===== config.mk =====
export PLATFORM = sky130hd
export DESIGN_NAME = fetch_unit
export DESIGN_NICKNAME = d
export VERILOG_FILES = /design/src/rtl/fetch_pkg.sv /design/src/rtl/branch_target.sv /design/src/rtl/fetch_unit.sv
export SDC_FILE = /design/constraint.sdc
export NUM_CORES = 1
export LEC_CHECK = 0
export CORE_ASPECT_RATIO = 1.25
export CORE_MARGIN = 2
export CORE_UTILIZATION = 40
export CTS_CLUSTER_SIZE = 25
export DETAILED_ROUTE_END_ITERATION = 12
export PLACE_DENSITY = 0.68
export SETUP_SLACK_MARGIN = 0.1
export SYNTH_ARGS = -nofsm -noshare
export SYNTH_HDL_FRONTEND = slang
export SYNTH_SLANG_ARGS = --single-unit

===== constraint.sdc =====
create_clock -name clk -period 5 [get_ports clk]
set_input_delay 1 -clock clk [delete_from_list [all_inputs] [get_ports clk]]
set_output_delay 1 -clock clk [all_outputs]
set_load 0.01 [all_outputs]

===== src/rtl/fetch_pkg.sv =====
// Shared types and constants for the fetch stage: FSM state encoding,
// default widths and the fixed branch-offset lookup table.
package fetch_pkg;

   localparam int unsigned PC_W_DEFAULT  = 10;
   localparam int unsigned OFF_W_DEFAULT = 8;

   typedef enum logic [1:0] {
      IDLE,
      RUN,
      DONE
   } fetch_state_t;

   // Indexed by the decoder's how_high field.
   localparam logic signed [OFF_W_DEFAULT-1:0] BR_OFFSET [4] = '{
      -8'sd4, -8'sd8, 8'sd6, 8'sd16
   };

endpackage


===== src/rtl/branch_target.sv =====
// Branch target adder: PC plus the sign-extended table offset selected by
// how_high, wrapping modulo 2^PC_W.
module branch_target
   import fetch_pkg::*;
#(
   parameter int unsigned PC_W  = PC_W_DEFAULT,
   parameter int unsigned OFF_W = OFF_W_DEFAULT
) (
   input  logic [PC_W-1:0] pc,
   input  logic [1:0]      how_high,
   output logic [PC_W-1:0] target
);

   logic signed [OFF_W-1:0] off;
   logic signed [PC_W-1:0]  off_ext;

   always_comb begin
      off     = OFF_W'(BR_OFFSET[how_high]);
      off_ext = PC_W'(off);
      target  = pc + off_ext;
   end

endmodule


===== src/rtl/fetch_unit.sv =====
// PC / instruction-fetch stage with start/done run sequencing.
// Optional retired-instruction counter enabled by FETCH_RETIRE_CNT_EN.
module fetch_unit
   import fetch_pkg::*;
#(
   parameter int unsigned PC_W  = PC_W_DEFAULT,
   parameter int unsigned OFF_W = OFF_W_DEFAULT
) (
   input  logic            clk,
   input  logic            rst_n,
   input  logic            start,
   input  logic            stall,
   input  logic [PC_W-1:0] prog_end,
   input  logic            branch,
   input  logic [1:0]      how_high,
   output logic [PC_W-1:0] imem_addr,
   output logic            fetch_valid,
   output logic            done
`ifdef FETCH_RETIRE_CNT_EN
   ,
   output logic [15:0]     retired
`endif
);

   fetch_state_t    state, state_nxt;
   logic [PC_W-1:0] pc, pc_nxt;
   logic [PC_W-1:0] br_target;

   branch_target #(
      .PC_W  (PC_W),
      .OFF_W (OFF_W)
   ) u_branch_target (
      .pc       (pc),
      .how_high (how_high),
      .target   (br_target)
   );

   always_ff @(posedge clk or negedge rst_n) begin
      if (!rst_n) begin
         state <= IDLE;
         pc    <= '0;
      end else begin
         state <= state_nxt;
         pc    <= pc_nxt;
      end
   end

   // start wins over stall and branch in every state.
   always_comb begin
      state_nxt = state;
      pc_nxt    = pc;
      if (start) begin
         state_nxt = RUN;
         pc_nxt    = '0;
      end else begin
         unique case (state)
            IDLE: pc_nxt = '0;
            RUN: begin
               if (!stall) begin
                  if (pc == prog_end) state_nxt = DONE;
                  else if (branch)    pc_nxt    = br_target;
                  else                pc_nxt    = pc + 1'b1;
               end
            end
            DONE: ;
            default: begin
               state_nxt = IDLE;
               pc_nxt    = '0;
            end
         endcase
      end
   end

   always_comb begin
      imem_addr   = pc;
      fetch_valid = (state == RUN);
      done        = (state == DONE);
   end

`ifdef FETCH_RETIRE_CNT_EN
   always_ff @(posedge clk or negedge rst_n) begin
      if (!rst_n)
         retired <= '0;
      else if (start)
         retired <= '0;
      else if (state == RUN && !stall && retired != '1)
         retired <= retired + 16'd1;
   end
`endif

endmodule


==> flow_summary_export.csv, run 1 <==
group,metric,value,unit
outcome,status,"complete, no violations",
setup_path,critPathSlowestCell,"clkdlybuf4s50_1",
place,finalWeightedCongestion,0.8507,
logic_synthesis,synth_compound_area_frac,0.2657,
power_and_ir_drop,leakage,0.6769,nW
global_route,grt_max_degree,15,
place,placed_cells,171,
floorplan,core_area,0.002628,mm^2
detailed_routing,dr.pass1.iters,4,
logic_synthesis,ys_ff_latch,12,
logic_synthesis,seq_area_frac_synth,0.2784,
finish,nets,169,
logic_synthesis,synth_simple_gate_area_share,0.1555,
logic_synthesis,synth_xor_area_frac,0.1299,
floorplan,pin_count,29,
sta,slew_headroom,0.6085,
power_and_ir_drop,power_density,233.5,mW/mm^2
setup_path,r2r_cells,8,
sta,period_minus_slack,3.234,ns
detailed_routing,vias,926,
setup_path,cp_data_arrival_time,3.40,ns
sta,max_freq,309.3,MHz
setup_path,critPathRequiredTime,5.16,ns
power_and_ir_drop,vdd_drop_max,92.44,uV
finish,layout.area.seq,300.3,um^2
sta,tns,0,ns
floorplan,die_y,62.06,um
global_route,grt_pass1_vias,879,
detailed_routing,drtIter0Drc,29,
cts,cts_buffers,3,
logic_synthesis,synth_top_family_by_area,"compound AO/OA/AOI/OAI gates",
setup_path,timing.rr.end,"imem_addr[8]",
finish,final_util,0.5414,
global_route,grt_pass1_wl,3.946,mm
cts,h-tree-depth,1,
logic_synthesis,syn_nets,138,
min_path,whs_path_depth,1,
logic_synthesis,yosysTopAreaCellShare,0.2784,
detailed_routing,final_antenna_net_count,0,
cts,cts.repair.resized,0,
setup_path,crit_type,"input port to flop",
global_route,grtUsageTotal,0.1704,
global_route,grt_overflow,0,
cts,ctsLongestPathBuffers,2,
finish,area_growth,31.90,%
sta,finalSetupViolations,0,
setup_path,crit_path_start,"branch",
floorplan,dieArea,0.003130,mm^2
cts,clk_pin_slew,0.08,ns
cts,cts.sinks,12,
sta,worst_slew_pin_slew,0.5873,ns
detailed_routing,finalWirelength,2.461,mm
setup_path,slowest_delay,0.50,ns
job,drv_cap,0,
finish,drive_above_1_share,0.1135,
logic_synthesis,ys_warn_count,0,
cts,cts-root-buf,"clkbuf_4",
cts,insertion_delay,0.27,ns
sta,slew_viol_final,0,
setup_path,crit_fanout,3,
floorplan,start_util,0.4105,
logic_synthesis,synth_cell_types,41,
finish,antenna_cells,0,
sta,rsz0062_at_grt,"no",
logic_synthesis,synth_area_leaders,"dfrtp_1, ha_1, xor2_1",
min_path,hp-class,"flop to flop",
place,dpl.hpwl,2.069,mm
cts,post_cts_buffers,0,
logic_synthesis,avgSynthCellArea,9.717,um^2
setup_path,crit_path_end,"imem_addr[8]",
finish,stdcell_count,175,
setup_path,path_cells,"clkdlybuf4s50_1, inv_1, ha_1, fa_1, a21oi_1, o21ai_0, o211a_1, o41a_1, xor2_1, a22o_2",
floorplan,rows,21,
logic_synthesis,syn_inst,111,
global_route,grt_antenna_before_repair,0,
floorplan,die_x,50.45,um
cts,hold_buffers,0,
finish,fillCellCount,248,
cts,cts_tree,"done",
logic_synthesis,synth_top_area_cell,"dfrtp_1",
logic_synthesis,synth_fa_ha_area_frac,0.1230,
place,port_buffers,28,
logic_synthesis,synthMuxAreaShare,0.009281,
sta,hold_viol_final,0,
setup_path,startpoint_type,"input port",
finish,multi_input_area,737.0,um^2
detailed_routing,routedWlPerCell,14.06,um
sta,final.setup_skew,0.005656,ns
sta,fin_crit_sh,0.6467,
setup_path,end_kind,"flop",
detailed_routing,drc_errors,0,
setup_path,ff2ff_setup_slack,2.66,ns
setup_path,reg2reg_from,"imem_addr[0]",
detailed_routing,viasPerCell,5.291,
logic_synthesis,synth_area,0.001079,mm^2
-- how the worst min path moves through the flow --
| stage | from | endpoint | slack (ns) |
|---|---|---|---|
| after CTS | imem_addr[9] | imem_addr[9] | 0.58 |
| final | imem_addr[9] | imem_addr[9] | 0.57 |
| after global routing | imem_addr[4] | imem_addr[4] | 0.61 |
| after global placement | imem_addr[4] | imem_addr[4] | 0.55 |
| after detailed placement | imem_addr[4] | imem_addr[4] | 0.57 |
| after floorplan | imem_addr[3] | imem_addr[3] | 0.56 |
-- metal layers --
metal  track usage  vias up  wire (um)
met4       0.08108        0         26
met3       0.01435        2         62
met2        0.3083       19       1295
met1        0.2081      430       1077
met5             0        -          0
li1              -      475          -
-- stage by stage --
stage	total power [mW]	hold slack [ns]	instance area [um^2]	setup WS [ns]
floorplan	0.2035	0.5584	1079	2.185
global placement	0.2554	0.5501	1386	1.520
detailed placement	0.2601	0.5654	1386	1.520
CTS	0.3373	0.5803	1423	1.811
global route	0.3542	0.6077	1423	1.661
finish	0.3321	0.5748	1423	1.766
-- power breakdown --
part	internal [mW]	switching, mW
sequential	0.108	0.0160
clock	0.0442	0.0306
combinational	0.0708	0.0629
-- placed cells by master (no fill, tap or decap), types with 2 or more instances in the layout --
master            n
o21ai_0           3
o31ai_1           4
xnor2_1           5
xor2_1           11
dfrtp_1          12
clkbuf_4          3
inv_1             7
nor2_1            7
nand2b_1          2
nor4_1            2
nand4_1           2
nand2_1           5
ha_1              9
a211oi_1          2
a21o_1            3
and2_1            2
a22o_2            5
clkdlybuf4s50_1  28
a21oi_1           6
-- area by class of cell --
class / count / share of cell area
inverter: 7 / 0.01847
clock buffer: 4 / 0.02551
multi-input combinational: 90 / 0.5180
sequential: 12 / 0.2111
timing repair buffer: 28 / 0.1970
tap: 34 / 0.02990
-- worst max-delay path, delay by kind of cell --
family | cells | cell delay, ns
xor+xnor | 1 | 0.16
buf+inv | 2 | 0.58
fa+ha+maj | 2 | 0.66
compound gates | 5 | 0.99
-- cells in the mapped netlist (all sizes together) --
| cell type | number |
|---|---|
| dfrtp | 12 |
| xor2 | 11 |
| ha | 9 |
| inv | 7 |
| nor2 | 7 |
| a21oi | 6 |
| a22o | 5 |
| nand2 | 5 |
| xnor2 | 5 |
| o21ai | 4 |
| o31ai | 4 |
| a211oi | 3 |
| a21o | 3 |
| nand2b | 3 |
| and2 | 2 |
| nand4 | 2 |
| nor3b | 2 |
| nor4 | 2 |
| or2 | 2 |
| a2111oi | 1 |
| a21bo | 1 |
| a221oi | 1 |
| and3 | 1 |
| and4 | 1 |
| buf | 1 |
| clkbuf | 1 |
| fa | 1 |
| mux2i | 1 |
| nor2b | 1 |
| nor3 | 1 |
| o2111a | 1 |
| o211a | 1 |
| o211ai | 1 |
| o21bai | 1 |
| o41a | 1 |
| o41ai | 1 |
-- flip-flops by register name (all words and copies together) (netlist names) --
name	cells
state	2
imem_addr	10
-- cell families (layout without fill, tap and decap cells) --
logic type | after synthesis | count (layout)
compound gates | 34 | 34
xor+xnor | 16 | 16
fa+ha+maj | 10 | 10
buf+inv | 9 | 39
flops | 12 | 12
mux | 1 | 1
simple gates | 29 | 29
No activity file was read; power rests on OpenSTA's default activity.
==> run 2, diff against run 1 <==
clock period = 3 ns   (was 5 ns; I/O delays follow)
==> run 2 against run 1 <==
Compared with the run above:
- sequential cell count is the same
- register-to-register slack got worse by 1.9 ns
- power is 61% higher
- largest cell class unchanged
- critical path type unchanged
- critical path depth unchanged
- critical endpoint is now imem_addr[7]
- cell count rose by 1.7%
==> flow_summary_export.csv, run 2 (synthesis gave the netlist of run 1 again) <==
group,metric,value,unit
outcome,status,"complete, no violations",
sta,hold_viol_final,0,
cts,cts.repair.resized,0,
cts,ctsLongestPathBuffers,2,
floorplan,rows,21,
power_and_ir_drop,vdd_drop_max,133.0,uV
sta,fin_crit_sh,0.9139,
cts,cts-root-buf,"clkbuf_4",
sta,final.setup_skew,0.004227,ns
floorplan,die_y,62.06,um
setup_path,critPathBufInv,2,
detailed_routing,dr.pass1.iters,4,
detailed_routing,drc_errors,0,
global_route,grt_pass1_vias,946,
setup_path,crit_type,"input port to flop",
place,port_buffers,28,
power_and_ir_drop,leakage,0.6923,nW
cts,cts_buffers,3,
detailed_routing,finalWirelength,2.509,mm
sta,slew_headroom,0.6014,
global_route,grt_overflow,0,
power_and_ir_drop,power_density,369.3,mW/mm^2
sta,slew_viol_final,0,
min_path,hp-class,"flop to flop",
floorplan,dieArea,0.003130,mm^2
global_route,grtUsageTotal,0.1673,
floorplan,die_x,50.45,um
setup_path,slowest_delay,0.48,ns
cts,insertion_delay,0.27,ns
place,dpl.hpwl,2.070,mm
sta,postLayoutSetupSlackWorst,0.2584,ns
sta,rsz0062_at_grt,"no",
detailed_routing,routedWlPerCell,14.10,um
cts,h-tree-depth,1,
setup_path,path_cells,"clkdlybuf4s50_1, inv_1, and3_1, ha_1, a211oi_2, o21ai_1, a2111oi_2, nor2_1, xor2_1, a22o_2",
sta,worst_slew_pin_slew,0.5978,ns
setup_path,crit_family,"compound AO/OA/AOI/OAI gates",
setup_path,end_kind,"flop",
finish,antenna_cells,0,
finish,drive_above_1_share,0.1389,
place,dp_slack,-0.09011,ns
global_route,grt_pass1_wl,3.974,mm
sta,period_minus_slack,2.742,ns
setup_path,crit_fanout,2,
floorplan,start_util,0.4105,
place,finalWeightedCongestion,0.8597,
floorplan,core_area,0.002628,mm^2
finish,final_common_cell,"clkdlybuf4s50_1",
cts,post_cts_buffers,0,
detailed_routing,final_antenna_net_count,0,
setup_path,critPathRequiredTime,3.16,ns
cts,hold_buffers,0,
setup_path,startpoint_type,"input port",
place,postPlaceCellArea,0.001416,mm^2
cts,cts_tree,"done",
finish,nets,173,
detailed_routing,drtIter0Drc,6,
sta,max_freq,364.7,MHz
finish,final_cell_mix,"clkdlybuf4s50_1, dfrtp_1, xor2_1",
sta,finalSetupViolations,0,
cts,clk_pin_slew,0.07,ns
detailed_routing,vias,958,
finish,area_growth,33.99,%
detailed_routing,viasPerCell,5.382,
finish,finish.instance_area,0.001445,mm^2
floorplan,pin_count,29,
cts,cts.sinks,12,
job,drv_cap,0,
finish,largest_reg_flops,10,
setup_path,critPathSlowestCell,"clkdlybuf4s50_1",
global_route,grt_antenna_before_repair,0,
setup_path,cp_data_arrival_time,2.91,ns
global_route,grt_max_degree,15,
run 2: changes by cell type in the layout (fill, tap and decap cells not counted):
cell       previous run  this run
buf_4                 0         4
a2111oi_0             1         0
a2111oi_2             0         1
clkbuf_8              1         0
run 2: through the flow:
step           instances   TNS, ns  hold WS [ns]  utilization  total power, mW
4_1_cts              178         0        0.5803       0.5476           0.5342
5_1_grt              178         0        0.6178       0.5500           0.5665
3_3_place_gp         175  -0.04397        0.5579       0.5390           0.4303
3_5_place_dp         175   -0.1130        0.5700       0.5390           0.4368
2_1_floorplan        111         0        0.3044            -           0.3391
6_report             178         0        0.5774       0.5500           0.5336
run 2: report_power, final:
part	internal, mW	switching, mW
registers	0.179	0.0268
clock network	0.0464	0.0505
logic	0.123	0.108
total	0.349	0.185
run 2: cell type report:
type	instances	area [um^2]
repair buffers	32	310.3
inverters	7	26.28
multi-input cells	90	743.2
well taps	34	42.54
flip-flops and latches	12	300.3
fillers	242	1182
clock buffers	3	22.52
run 2: worst paths after layout:
check | start | end | slack [ns] | cells after the start
worst max-delay path | how_high[0] | imem_addr[7] | 0.26 | 10
worst min-delay path | imem_addr[9] | imem_addr[9] | 0.58 | 1
worst max register to register | imem_addr[0] | imem_addr[8] | 0.75 | 8
worst min register to register | imem_addr[9] | imem_addr[9] | 0.58 | 1
max in group asynchronous | rst_n | imem_addr[6] | 1.98 | 1
min in group asynchronous | rst_n | imem_addr[5] | 0.67 | 1
run 2: per-layer routing:
layer | up-vias | share of wire | wire length, um | track usage
li1 | 477 | - | - | -
met1 | 456 | 0.43 | 1082 | 0.1856
met2 | 21 | 0.53 | 1327 | 0.3308
met3 | 4 | 0.021 | 52 | 0.007177
met4 | 0 | 0.018 | 46 | 0.08108
met5 | - | 0 | 0 | 0
run 2: worst register-to-register path: cells and delay by family, from the launching register on:
family / cells / cell delay [ns]
xor gates and xnor gates: 1 / 0.15
AOI/OAI and AO/OA: 5 / 0.97
DFF: 1 / 0.42
adders and majority gates: 2 / 0.61
==> run 3, diff against run 2 <==
CTS_CLUSTER_SIZE = 30   (was 25)
SETUP_SLACK_MARGIN = 0.3   (was 0.1)
==> run 3 against run 2 <==
Compared with the run above:
- sequential power about the same
- maximum frequency increased by 5.4%
- sequential cell count unchanged
- global-route usage increased by 0.15 points
- clock-buffer cell count unchanged
- sequential share of layout area decreased by 0.90 points
- critical endpoint is now imem_addr[8]
- highest routed layer unchanged
==> flow_summary_export.csv, run 3 (synthesis gave the netlist of run 1 again) <==
group,metric,value,unit
outcome,status,"complete, no violations",
sta,hold_ws,0.5774,ns
setup_path,crit_family,"compound AO/OA/AOI/OAI gates",
cts,clk_pin_slew,0.07,ns
cts,cts_buffers,3,
job,drv_cap,0,
floorplan,die_x,50.45,um
min_path,whs_path_depth,1,
sta,hold_viol_final,0,
sta,period_minus_slack,2.602,ns
setup_path,critPathRequiredTime,3.16,ns
power_and_ir_drop,power_density,360.1,mW/mm^2
finish,area_growth,40.02,%
finish,stdcell_count,179,
cts,cts.sinks,12,
detailed_routing,routedWlPerCell,14.53,um
finish,fillCellCount,234,
global_route,grt_max_degree,15,
power_and_ir_drop,switching_share,0.3485,
detailed_routing,vias,967,
place,finalWeightedCongestion,0.8597,
power_and_ir_drop,intPower,0.3543,mW
sta,fin_crit_sh,0.8673,
setup_path,critPathSlowestCell,"clkdlybuf4s50_1",
setup_path,ff2ff_setup_slack,0.79,ns
power_and_ir_drop,vdd_drop_max,132.7,uV
detailed_routing,viasPerCell,5.402,
setup_path,cp_data_arrival_time,2.76,ns
setup_path,path_cells,"clkdlybuf4s50_1, inv_1, and3_4, fa_2, a21oi_2, o21ai_0, o211a_1, o41a_1, xor2_1, a22o_2",
floorplan,start_util,0.4105,
finish,final_common_cell,"clkdlybuf4s50_1",
min_path,hp-class,"flop to flop",
power_and_ir_drop,share_comb_of_total_power,0.445,
place,port_buffers,28,
finish,drive_above_1_share,0.2069,
finish,nets,174,
global_route,grt_overflow,0,
finish,final_cell_mix,"clkdlybuf4s50_1, dfrtp_1, xor2_1",
sta,finalSetupViolations,0,
power_and_ir_drop,seqPwrFrac,0.380,
global_route,grt_pass1_vias,965,
setup_path,r2r_cells,8,
setup_path,crit_fanout,2,
detailed_routing,drtIter0Drc,12,
floorplan,pin_count,29,
floorplan,rows,21,
sta,slew_headroom,0.6052,
floorplan,die_y,62.06,um
setup_path,crit_type,"input port to flop",
detailed_routing,finalWirelength,2.600,mm
sta,max_freq,384.3,MHz
power_and_ir_drop,p_clk_frac,0.175,
detailed_routing,final_antenna_net_count,0,
finish,largest_reg_flops,10,
finish,antenna_cells,0,
setup_path,end_kind,"flop",
min_path,hold_start,"imem_addr[9]",
floorplan,dieArea,0.003130,mm^2
place,dpl.hpwl,2.070,mm
cts,insertion_delay,0.26,ns
setup_path,timing.rr.end,"imem_addr[8]",
sta,final.setup_skew,0.001699,ns
cts,cts-root-buf,"clkbuf_4",
global_route,grt_pass1_wl,4.008,mm
detailed_routing,dr.pass1.iters,4,
power_and_ir_drop,switching_power,0.1895,mW
cts,cts_tree,"done",
global_route,grtUsageTotal,0.1688,
sta,worst_slew_pin_slew,0.5923,ns
setup_path,slowest_delay,0.48,ns
floorplan,core_area,0.002628,mm^2
power_and_ir_drop,leakage,0.7091,nW
place,placed_cells,175,
setup_path,startpoint_type,"input port",
setup_path,critPathBufInv,2,
min_path,min_to,"imem_addr[9]",
cts,h-tree-depth,1,
cts,ctsLongestPathBuffers,2,
setup_path,reg2reg_from,"imem_addr[0]",
detailed_routing,drc_errors,0,
global_route,grt_antenna_before_repair,0,
sta,rsz0062_at_grt,"no",
sta,slew_viol_final,0,
[run 3: cell count changes in the layout (fill, tap and decap cells not counted), sizes merged]
cell           before  now
buf                 4    5
clkdlybuf4s50      28   27
dlymetal6s2s        0    1
[run 3: stage by stage]
stage	setup slack [ns]	area [um^2]	total power [mW]	util	setup TNS (ns)
after floorplan	0.5854	1079	0.3391	-	0
after global placement	-0.04397	1416	0.4303	0.5390	-0.04397
after detailed placement	-0.09011	1416	0.4368	0.5390	-0.1130
after CTS	0.2972	1459	0.5402	0.5552	0
after global routing	0.2973	1510	0.5788	0.5748	0
final	0.3980	1510	0.5438	0.5748	0
[run 3: power groups by stage]
stage | Combinational [mW] | Sequential (mW) | Clock (mW)
3_5_place_dp | 0.227 | 0.210 | 0
3_3_place_gp | 0.222 | 0.209 | 0
2_1_floorplan | 0.129 | 0.210 | 0
5_1_grt | 0.264 | 0.210 | 0.105
4_1_cts | 0.234 | 0.207 | 0.0995
6_report | 0.242 | 0.207 | 0.0953
[run 3: worst max path at each step]
stage	from	endpoint	slack, ns	cells past startpoint
after floorplan	branch	imem_addr[8]	0.59	9
after global placement	how_high[0]	imem_addr[7]	-0.04	10
after detailed placement	how_high[0]	imem_addr[7]	-0.09	10
after CTS	how_high[0]	imem_addr[7]	0.30	10
after global routing	how_high[0]	imem_addr[9]	0.30	11
final	how_high[0]	imem_addr[8]	0.40	10
[run 3: area by class of cell]
class                   count  area (um^2)  share of cell area
multi-input cells          90        798.3              0.5286
repair buffers             33        320.3              0.2121
flip-flops and latches     12        300.3              0.1988
clock buffers               3        22.52             0.01491
inverters                   7        26.28             0.01740
well taps                  34        42.54             0.02817
[run 3: repair_timing]
action	CTS	global route
endpoints found under the setup margin	2	3
endpoints found under the hold margin	0	0
gates resized for setup	4	11
pin swaps	3	5
hold buffers	0	0
setup buffers	1	0
[run 3: routing by layer]
metal	vias to the layer above	GRT usage	routed length, um
met4	0	0.08880	11
met5	-	0	0
met2	23	0.3289	1406
met3	2	0.007177	49
li1	480	-	-
met1	462	0.1886	1133
